## src/rtl/pc_gen_pkg.sv

```systemverilog
`default_nettype none
// ============================================================================
// pc_gen_pkg : instruction-class encoding and reset-PC default for pc_gen
// Rev 1.0
// ============================================================================
package pc_gen_pkg;

  typedef enum logic [1:0] {
    S_NONE  = 2'd0,
    S_BEQ   = 2'd1,
    S_J_JAL = 2'd2,
    S_JR    = 2'd3
  } instr_class_e;

  localparam logic [31:0] c_reset_pc_def = 32'h0000_3000;

endpackage : pc_gen_pkg
`default_nettype wire

```

## src/rtl/pc_gen_if.sv

```systemverilog
`default_nettype none
// ============================================================================
// pc_gen_if : control/datapath inputs and PC/RAS outputs of pc_gen
// Rev 1.0
// ============================================================================
interface pc_gen_if
  import pc_gen_pkg::*;
#(
  parameter int XLEN  = 32,
  parameter int CNT_W = 16
);
  logic               stall;
  instr_class_e       s;
  logic               is_link;
  logic               is_ret;
  logic [25:0]        instr_index;
  logic [XLEN-1:0]    offset;
  logic [XLEN-1:0]    a;
  logic               zero;
  logic [XLEN-1:0]    pc;
  logic [XLEN-1:0]    pc_plus4;
  logic [XLEN-1:0]    npc;
  logic [XLEN-1:0]    ras_top;
  logic               ras_valid;
  logic               ras_mispredict;
  logic [CNT_W-1:0]   mispred_cnt;

  modport master (
    output stall, s, is_link, is_ret, instr_index, offset, a, zero,
    input  pc, pc_plus4, npc, ras_top, ras_valid, ras_mispredict, mispred_cnt
  );

  modport slave (
    input  stall, s, is_link, is_ret, instr_index, offset, a, zero,
    output pc, pc_plus4, npc, ras_top, ras_valid, ras_mispredict, mispred_cnt
  );
endinterface : pc_gen_if
`default_nettype wire

```

## src/rtl/pc_gen_ras_stack.sv

```systemverilog
`default_nettype none
// ============================================================================
// ras_stack : circular return-address stack, oldest entry overwritten when full
// Rev 1.0
// ============================================================================
module ras_stack #(
  parameter int DEPTH = 8,
  parameter int XLEN  = 32
) (
  input  wire logic            clk,
  input  wire logic            rst,
  input  wire logic            push,
  input  wire logic            pop,
  input  wire logic            replace,
  input  wire logic [XLEN-1:0] din,
  output logic      [XLEN-1:0] top,
  output logic                 valid
);
  localparam int PW = $clog2(DEPTH);
  localparam int CW = PW + 1;

  logic [XLEN-1:0] r_mem [DEPTH];
  logic [PW-1:0]   r_ptr;
  logic [CW-1:0]   r_count;
  logic [PW-1:0]   w_prev;
  logic            w_nonempty;

  assign w_prev     = r_ptr - PW'(1);
  assign w_nonempty = (r_count != '0);
  assign top        = r_mem[w_prev];
  assign valid      = w_nonempty;

  // Replace wins over pop; replace on an empty stack degrades to a push.
  always_ff @(posedge clk) begin
    if (rst) begin
      r_ptr   <= '0;
      r_count <= '0;
      for (int i = 0; i < DEPTH; i++) r_mem[i] <= '0;
    end else if (replace && w_nonempty) begin
      r_mem[w_prev] <= din;
    end else if (push || replace) begin
      r_mem[r_ptr] <= din;
      r_ptr        <= r_ptr + PW'(1);
      if (r_count != CW'(DEPTH)) r_count <= r_count + CW'(1);
    end else if (pop && w_nonempty) begin
      r_ptr   <= w_prev;
      r_count <= r_count - CW'(1);
    end
  end
endmodule : ras_stack
`default_nettype wire

```

## src/rtl/pc_gen.sv

```systemverilog
`default_nettype none
// ============================================================================
// pc_gen : PC register, next-PC select, return-address prediction and
//          saturating mispredict counter.   Rev 1.0
// ============================================================================
module pc_gen
  import pc_gen_pkg::*;
#(
  parameter int              XLEN      = 32,
  parameter logic [XLEN-1:0] RESET_PC  = XLEN'(c_reset_pc_def),
  parameter int              RAS_DEPTH = 8,
  parameter int              CNT_W     = 16
) (
  input wire logic clk,
  input wire logic rst,
  pc_gen_if.slave  bus
);
  logic [XLEN-1:0]  r_pc;
  logic [CNT_W-1:0] r_cnt;
  logic [XLEN-1:0]  w_pc_plus4;
  logic [XLEN-1:0]  w_npc;
  logic [XLEN-1:0]  w_ras_top;
  logic             w_ras_valid;
  logic             w_adv;
  logic             w_push;
  logic             w_pop;
  logic             w_replace;
  logic             w_mispredict;

  assign w_pc_plus4 = r_pc + XLEN'(4);
  assign w_adv      = !rst && !bus.stall;

  always_comb begin
    w_npc = w_pc_plus4;
    unique case (bus.s)
      S_NONE:  w_npc = w_pc_plus4;
      S_BEQ:   w_npc = bus.zero ? (w_pc_plus4 + (bus.offset << 2)) : w_pc_plus4;
      S_J_JAL: w_npc = {w_pc_plus4[XLEN-1:28], bus.instr_index, 2'b00};
      S_JR:    w_npc = bus.a;
      default: w_npc = w_pc_plus4;
    endcase
  end

  assign w_push    = w_adv && (bus.s == S_J_JAL) && bus.is_link;
  assign w_replace = w_adv && (bus.s == S_JR) && bus.is_link;
  assign w_pop     = w_adv && (bus.s == S_JR) && bus.is_ret;

  // Prediction only feeds the mispredict flag; the real target always steers.
  assign w_mispredict = (bus.s == S_JR) && bus.is_ret &&
                        !(w_ras_valid && (w_ras_top == bus.a));

  ras_stack #(
    .DEPTH (RAS_DEPTH),
    .XLEN  (XLEN)
  ) u_ras (
    .clk     (clk),
    .rst     (rst),
    .push    (w_push),
    .pop     (w_pop),
    .replace (w_replace),
    .din     (w_pc_plus4),
    .top     (w_ras_top),
    .valid   (w_ras_valid)
  );

  always_ff @(posedge clk) begin
    if (rst) begin
      r_pc  <= RESET_PC;
      r_cnt <= '0;
    end else if (w_adv) begin
      r_pc <= w_npc;
      if (w_mispredict && (r_cnt != '1)) r_cnt <= r_cnt + CNT_W'(1);
    end
  end

  assign bus.pc             = r_pc;
  assign bus.pc_plus4       = w_pc_plus4;
  assign bus.npc            = w_npc;
  assign bus.ras_top        = w_ras_top;
  assign bus.ras_valid      = w_ras_valid;
  assign bus.ras_mispredict = w_mispredict;
  assign bus.mispred_cnt    = r_cnt;
endmodule : pc_gen
`default_nettype wire
```

## src/flat_wrapper.sv

```systemverilog
// flat-port wrapper written by rule: the top's interface ports become plain ports
module pc_gen_flat import pc_gen_pkg::*;
#(
  parameter int              XLEN      = 32,
  parameter logic [XLEN-1:0] RESET_PC  = XLEN'(c_reset_pc_def),
  parameter int              RAS_DEPTH = 8,
  parameter int              CNT_W     = 16
)
  (clk, rst, bus_stall, bus_s, bus_is_link, bus_is_ret, bus_instr_index, bus_offset, bus_a, bus_zero, bus_pc, bus_pc_plus4, bus_npc, bus_ras_top, bus_ras_valid, bus_ras_mispredict, bus_mispred_cnt);
  pc_gen_if #(.XLEN(XLEN), .CNT_W(CNT_W)) bus_i ();
  input wire logic clk;
  input wire logic rst;
  input wire logic [$bits(bus_i.stall)-1:0] bus_stall;
  input wire logic [$bits(bus_i.s)-1:0] bus_s;
  input wire logic [$bits(bus_i.is_link)-1:0] bus_is_link;
  input wire logic [$bits(bus_i.is_ret)-1:0] bus_is_ret;
  input wire logic [$bits(bus_i.instr_index)-1:0] bus_instr_index;
  input wire logic [$bits(bus_i.offset)-1:0] bus_offset;
  input wire logic [$bits(bus_i.a)-1:0] bus_a;
  input wire logic [$bits(bus_i.zero)-1:0] bus_zero;
  output wire logic [$bits(bus_i.pc)-1:0] bus_pc;
  output wire logic [$bits(bus_i.pc_plus4)-1:0] bus_pc_plus4;
  output wire logic [$bits(bus_i.npc)-1:0] bus_npc;
  output wire logic [$bits(bus_i.ras_top)-1:0] bus_ras_top;
  output wire logic [$bits(bus_i.ras_valid)-1:0] bus_ras_valid;
  output wire logic [$bits(bus_i.ras_mispredict)-1:0] bus_ras_mispredict;
  output wire logic [$bits(bus_i.mispred_cnt)-1:0] bus_mispred_cnt;
  assign bus_i.stall = bus_stall;
  assign bus_i.s = bus_s;
  assign bus_i.is_link = bus_is_link;
  assign bus_i.is_ret = bus_is_ret;
  assign bus_i.instr_index = bus_instr_index;
  assign bus_i.offset = bus_offset;
  assign bus_i.a = bus_a;
  assign bus_i.zero = bus_zero;
  assign bus_pc = bus_i.pc;
  assign bus_pc_plus4 = bus_i.pc_plus4;
  assign bus_npc = bus_i.npc;
  assign bus_ras_top = bus_i.ras_top;
  assign bus_ras_valid = bus_i.ras_valid;
  assign bus_ras_mispredict = bus_i.ras_mispredict;
  assign bus_mispred_cnt = bus_i.mispred_cnt;
  pc_gen #(.XLEN(XLEN), .RESET_PC(RESET_PC), .RAS_DEPTH(RAS_DEPTH), .CNT_W(CNT_W)) u_core (.clk(clk), .rst(rst), .bus(bus_i));
endmodule
```

## config.mk

```make
export PLATFORM = sky130hd
export DESIGN_NAME = pc_gen_flat
export DESIGN_NICKNAME = d
export VERILOG_FILES = /design/src/rtl/pc_gen_pkg.sv /design/src/rtl/pc_gen_if.sv /design/src/rtl/pc_gen_ras_stack.sv /design/src/rtl/pc_gen.sv /design/src/flat_wrapper.sv
export SDC_FILE = /design/constraint.sdc
export NUM_CORES = 1
export LEC_CHECK = 0
export CAP_MARGIN = 10
export CORE_UTILIZATION = 55
export CTS_BUF_LIST = sky130_fd_sc_hd__clkbuf_8
export DETAILED_ROUTE_END_ITERATION = 10
export PLACE_DENSITY_LB_ADDON = 0.05
export SYNTH_ARGS = -nofsm -noshare
export SYNTH_HDL_FRONTEND = slang
export SYNTH_HIERARCHICAL = 1
export SYNTH_SLANG_ARGS = --single-unit
```

## constraint.sdc

```tcl
create_clock -name clk -period 5.97 [get_ports clk]
set_input_delay 0.597 -clock clk [delete_from_list [all_inputs] [get_ports clk]]
set_output_delay 0.597 -clock clk [all_outputs]
set_load 0.005 [all_outputs]
```

* After elaboration in Yosys (flattened, before gate mapping)
Memories as Yosys holds them, arrays and structs flattened.
Cells that the tools add are included.
** Operators by class
- Reductions and logical operators :: 24
- Bitwise gates (word level) :: 1
- $add $sub $neg :: 7
- Multiplexer cells :: 22
- Equal/unequal tests :: 7
** Operators by type and width (count)
- case mux 32 bit (4 select lines) :: 1
- two-way mux 32 bit :: 3
- OR reduction 32 bit :: 2
- adder 32 x 3 -> 32 bit, second input constant :: 1
- adder 32 bit :: 1
- == test 32 bit :: 1
- adder 16 x 1 -> 16 bit, second input constant :: 1
- != test 16 bit, second input constant :: 1
- logical AND 1 bit :: 12
- two-way mux 3 bit :: 4
- two-way mux 4 bit :: 3
- two-way mux 1 bit :: 11
- adder 4 x 1 -> 4 bit, second input constant :: 1
- == test 2 bit, second input constant :: 2
- != test 4 bit, second input constant :: 1
- AND reduction 2 bit :: 2
- nonzero test 4 bit :: 1
- subtractor 4 x 1 -> 4 bit, second input constant :: 1
- adder 3 x 1 -> 3 bit, second input constant :: 1
- zero test 1 bit :: 3
- AND reduction 3 bit :: 1
- subtractor 3 x 1 -> 3 bit, second input constant :: 1
- == test 2 x 1 -> 1 bit, second input constant :: 1
- zero test 2 bit :: 1
- 4 further kinds :: 4
** Storage, ports and cells
- Memories kept :: 1
- Input port bits :: 98
- Output and inout port bits :: 146
- Logic and storage cells :: 66
- Memory bits (writable) :: 256
- Bits in registers :: 55
** Memory list
- u_core.u_ras.r_mem :: depth 8, width 32, rd ports 1, clocked after Yosys merged registers in 0, wr ports 8, RTL line pc_gen_ras_stack.sv:22 : logic [XLEN-1:0] r_mem [DEPTH];

* Depth between registers and ports, before layout
- Depth after elaboration :: 11
- Gate-level depth with buffers :: 16
- Depth with buffers taken out :: 15

* Cells and area by module
The synthesis kept the hierarchy.
** By module, submodules not included
- ras_stack :: cells each 878, sequential area each 7827.5 um^2, area each 11738.8 um^2, times used 1
- pc_gen :: cells each 798, sequential area each 960.9 um^2, area each 5811.8 um^2, times used 1

* Least setup slack after synthesis
Ideal clock, no wire load.
- Kind :: input-to-reg
- Start point :: input bus_s[0]
- End point :: memory u_core.u_ras.r_mem[6][0] (enable)
- Required time :: 5500 ps
- Buffers on the path :: 3
- Library setup time :: 470 ps
- Slack :: 769 ps
- Arrival time :: 4732 ps
- Stages :: 10
- Path through :: buf_2 -> clkbuf_1 -> nand2_1 -> nor2_1 -> o41ai_4 -> a211oi_1 -> a31oi_1 -> o21a_1 -> buf_4 -> o31ai_1
** RTL lines
- from (decl) :: RTL line flat_wrapper.sv:14 : input wire logic [$bits(bus_i.s)-1:0] bus_s;
- to (decl) :: RTL line pc_gen_ras_stack.sv:22

* Worst setup path after layout
- Start point :: register u_core.r_pc[9] (netlist: u_core/bus.pc[9])
- End point :: output bus_npc[19]
** Between the ends
- Cells in the longest elaborated chain, start to end :: 4
** Ends and longest elaborated chain
- from (decl) :: RTL line pc_gen.sv:18 : logic [XLEN-1:0] r_pc;
- from (signal assigned) :: RTL line pc_gen.sv:71 : r_pc <= w_npc;
- adder 32 x 3 -> 32 bit * :: RTL line pc_gen.sv:30 : assign w_pc_plus4 = r_pc + XLEN'(4);
- adder 32 bit :: RTL line pc_gen.sv:37 : S_BEQ: w_npc = bus.zero ? (w_pc_plus4 + (bus.offset << 2)) : w_pc_plus4;
- two-way mux 32 bit :: RTL line pc_gen.sv:37
- case mux 32 bit (4 select lines) * :: RTL line pc_gen.sv:35 : unique case (bus.s)
- to (decl) :: RTL line flat_wrapper.sv:23 : output wire logic [$bits(bus_i.npc)-1:0] bus_npc;
Mark *: on every way between the ends. The rest lies on a longest branch, timed or not.

==> key figures <==
Outcome
  – Outcome: complete, no violations

Pwr
  – Combinational share of power: 0.237
  – Power per standard cell area: 253.4 nW/um2
  – Reported net switching power: 1.665 mW
  – Worst vdd rail ir drop: 0.2379 mV
  – Sequential cell fraction of total power: 0.454
  – Leakage: 8.011 nW
  – Switching Fraction: 0.3041
  – Power Total: 5.474 mW
  – Clock Power Share: 0.310
  – Internal power consumption: 3.810 mW

Finish
  – Layout filler cell count: 2401
  – Final instance count without filler cells: 2371
  – Area used by multi-input combinational logic: 8384 um2
  – Number of diodes added for antenna fixing: 0
  – Net count of the finished layout: 2068
  – Fraction of final layout cells with drive strength greater than 1: 0.1295
  – Core Util, Final: 0.6864
  – Final std cell area, no fill: 21600 um2
  – Reg area: 8792 um2
  – Area overhead of the layout relative to synthesis: 23.09%

Clocking
  – Clock latency of the later-clocked register in the worst-skew pair: 0.62 ns
  – Clock H-tree levels: 2
  – Clock tree from TritonCTS: yes
  – Number of CTS-inserted buffers: 51
  – Clock net sink count: 311
  – Clock Root Buffer: clkbuf_8
  – Maximum clock path buffer count: 3
  – Clock input transition at the sequential cells of the worst setup and hold paths: 0.06 ns

Die
  – Std cell rows: 65
  – Starting density of the core: 0.5576
  – Area of the die: 32630 um2
  – Io pins: 244
  – Die width: 180.6 um
  – Standard cell core area: 31470 um2
  – Die extent in y: 180.6 um

Global routing
  – Wire length of the first global-routing pass: 88.18 mm
  – All-Layer GR Usage: 0.3683
  – Pin count of the biggest net entering global routing: 66
  – Aggregate global routing overflow: 0
  – Number of antenna violations at the first check in global routing: 1
  – Via count of the first global-routing pass: 14170

Route
  – Wire length per cell: 25.40 um
  – DRC: 0
  – Total number of vias: 14990
  – Starting DRT DRC Count: 1660
  – ANT nets after route: 0
  – Final WL: 60.22 mm
  – Pre-antenna DRT Iters: 5
  – Drt via density: 6.323

Critical path
  – Flop-to-flop setup slack: 0.97 ns
  – Reg-to-reg startpoint: u_core/u_ras/r_ptr[0]
  – Capture point of the worst path: bus_npc[19]
  – Nature of the critical path startpoint: flip-flop
  – Start-to-end type of the worst setup path: flip-flop to output port
  – Critical path fanouts, max: 7
  – Arrival time of data at the critical path endpoint: 5.26 ns
  – FF-to-FF End: u_core/bus.mispred_cnt[5]
  – Req. time, crit path: 5.37 ns
  – Endpoint type of the worst setup path: output port
  – Cells on worst reg2reg path: 14
  – Critical path origin: u_core/bus.pc[9]

Timing
  – Time the worst path needs with I/O delays and setup: 5.861 ns
  – Endpoints failing setup: 0
  – Final worst path period share: 0.9817
  – Skew final: 0.02236 ns
  – Normalized max-slew margin: 0.2606
  – Tightest Pin Transition: 1.108 ns
  – Post-Route Setup TNS: 0 ns
  – Pins over their slew limit: 0
  – Count of final hold-check violations: 0
  – Unrepaired setup endpoints after global routing: no
  – Achievable frequency: 0.1706 GHz

Logic synthesis
  – Post-synthesis instance area: 17550 um2
  – Area share of the largest cell type after synthesis: 0.4380
  – Most frequently used cell type in the post-synthesis netlist: nor2_1
  – List of most frequent post-synthesis cells: nor2_1, edfxtp_1, nand2_1
  – Async S/R FF share, synth: 0
  – Count of distinct cell types in the synthesized netlist: 82
  – Most area-hungry cell type in the Yosys netlist: edfxtp_1
  – Share of the yosys chip area belonging to registers: 0.5007
  – Mean instance size in the synthesized netlist: 10.47 um2
  – Syn Inst Count: 1676
  – Synth top area cells: edfxtp_1, mux4_2, nor2_1
  – Warning count from the yosys run: 6
  – Flip-flop cell with the highest count after synthesis: edfxtp_1
  – Number of flops mapped to enable cells by yosys: 256
  – Number of nets produced by synthesis: 1813
  – FF+latch count, synth: 311

Place
  – Instance count after placement with tap cells included: 2279
  – Post-detailed-placement half-perimeter wirelength: 42.18 mm
  – Total placed instance area: 20660 um2
  – Input/output buffers: 241
  – Routability congestion estimate: 1.042

Worst hold path
  – Min-Delay Path Class: flip-flop to flip-flop
  – Number of cells on the worst hold path: 2

Run
  – Maximum capacitance violations: 0
per-layer routing:
layer  wire length [um]  share of wire  track usage
met5                  0              0            0
met2              28190           0.47       0.5904
met1              23470           0.39       0.4931
met4               2150          0.036       0.1409
met3               6410           0.11      0.07741
kinds of logic (layout without fill, tap and decap cells):
group | count (synthesis) | in the layout | synth area share
AOI/OAI and AO/OA | 254 | 254 | 0.09860
muxes | 87 | 87 | 0.09981
xor gates and xnor gates | 98 | 98 | 0.04933
adders and majority gates | 39 | 39 | 0.02866
DFF | 311 | 311 | 0.5007
and+or+nand+nor | 755 | 755 | 0.1894
buffers and inverters | 132 | 425 | 0.03343
final cells by class:
class / instances / share of cell area
Multi-Input combinational cell: 1233 / 0.3881
Timing Repair Buffer: 307 / 0.1349
Clock buffer: 51 / 0.03249
Inverter: 27 / 0.004691
Clock inverter: 40 / 0.009498
Sequential cell: 311 / 0.4070
Tap cell: 402 / 0.02328
worst max-delay path: stages (launching register included):
cell and delay [ns]:
dfxtp_1 0.60, and2_1 0.33, and3_1 0.40, xor2_1 0.11
buf_4 0.19, ha_1 0.38, and3_1 0.25, nand2_1 0.09
a21oi_2 0.32, o21ai_0 0.14, o21ba_2 0.24, o31ai_1 0.50
mux2_2 0.43, nor2b_1 0.14, clkdlybuf4s50_1 0.52
worst min path at each step:
| stage | end | from | slack [ns] |
|---|---|---|---|
| floorplan | u_core/bus.pc[3] | u_core/bus.pc[3] | 0.47 |
| global placement | u_core/bus.pc[3] | u_core/bus.pc[3] | 0.47 |
| detailed placement | u_core/bus.pc[28] | u_core/bus.pc[28] | 0.50 |
| CTS | u_core/bus.pc[28] | u_core/bus.pc[28] | 0.51 |
| global route | u_core/bus.pc[28] | u_core/bus.pc[28] | 0.53 |
| finish | u_core/bus.pc[28] | u_core/bus.pc[28] | 0.50 |
registers in the layout (all words and copies together), names as in the netlist:
register                flops
u_core/bus.mispred_cnt     16
u_core/u_ras/r_count        4
u_core/u_ras/r_ptr          3
u_core/bus.pc              32
u_core/u_ras/r_mem        256
cell usage in the layout (no fill, tap or decap), types with 13 or more instances in the layout:
master and n:
clkbuf_8 51, nor3_1 28, dfxtp_1 54, and2_1 13, nand3_1 99, nand2_1 189
a21o_1 14, o21a_1 13, a211oi_1 15, inv_1 44, mux2i_1 13, edfxtp_1 256
ha_1 36, o21ai_0 44, a21oi_1 66, mux4_2 70, xor2_1 62, nand4_1 14
buf_4 65, clkdlybuf4s50_1 240, nor2_1 343, xnor2_1 30
repair_timing:
item | 4_1_cts | 5_1_grt
setup endpoints to repair | 0 | 6
resized for setup | 0 | 6
hold buffers | 0 | 0
buffers inserted | 0 | 1
power by group through the flow:
stage | registers (mW) | logic (mW) | clock network (mW)
6_report | 2.48 | 1.30 | 1.70
5_1_grt | 2.49 | 1.36 | 1.82
4_1_cts | 2.48 | 1.28 | 1.72
3_5_place_dp | 2.53 | 1.27 | 0
3_3_place_gp | 2.52 | 1.27 | 0
2_1_floorplan | 2.51 | 0.669 | 0
per-stage QoR:
| step | hold slack, ns | setup WS (ns) |
|---|---|---|
| finish | 0.5033 | 0.1093 |
| global route | 0.5322 | 0.01115 |
| CTS | 0.5065 | 0.03865 |
| detailed placement | 0.4978 | 0.7313 |
| global placement | 0.4695 | 0.8099 |
| floorplan | 0.4722 | 0.7686 |
No activity file was read; power rests on OpenSTA's default activity.
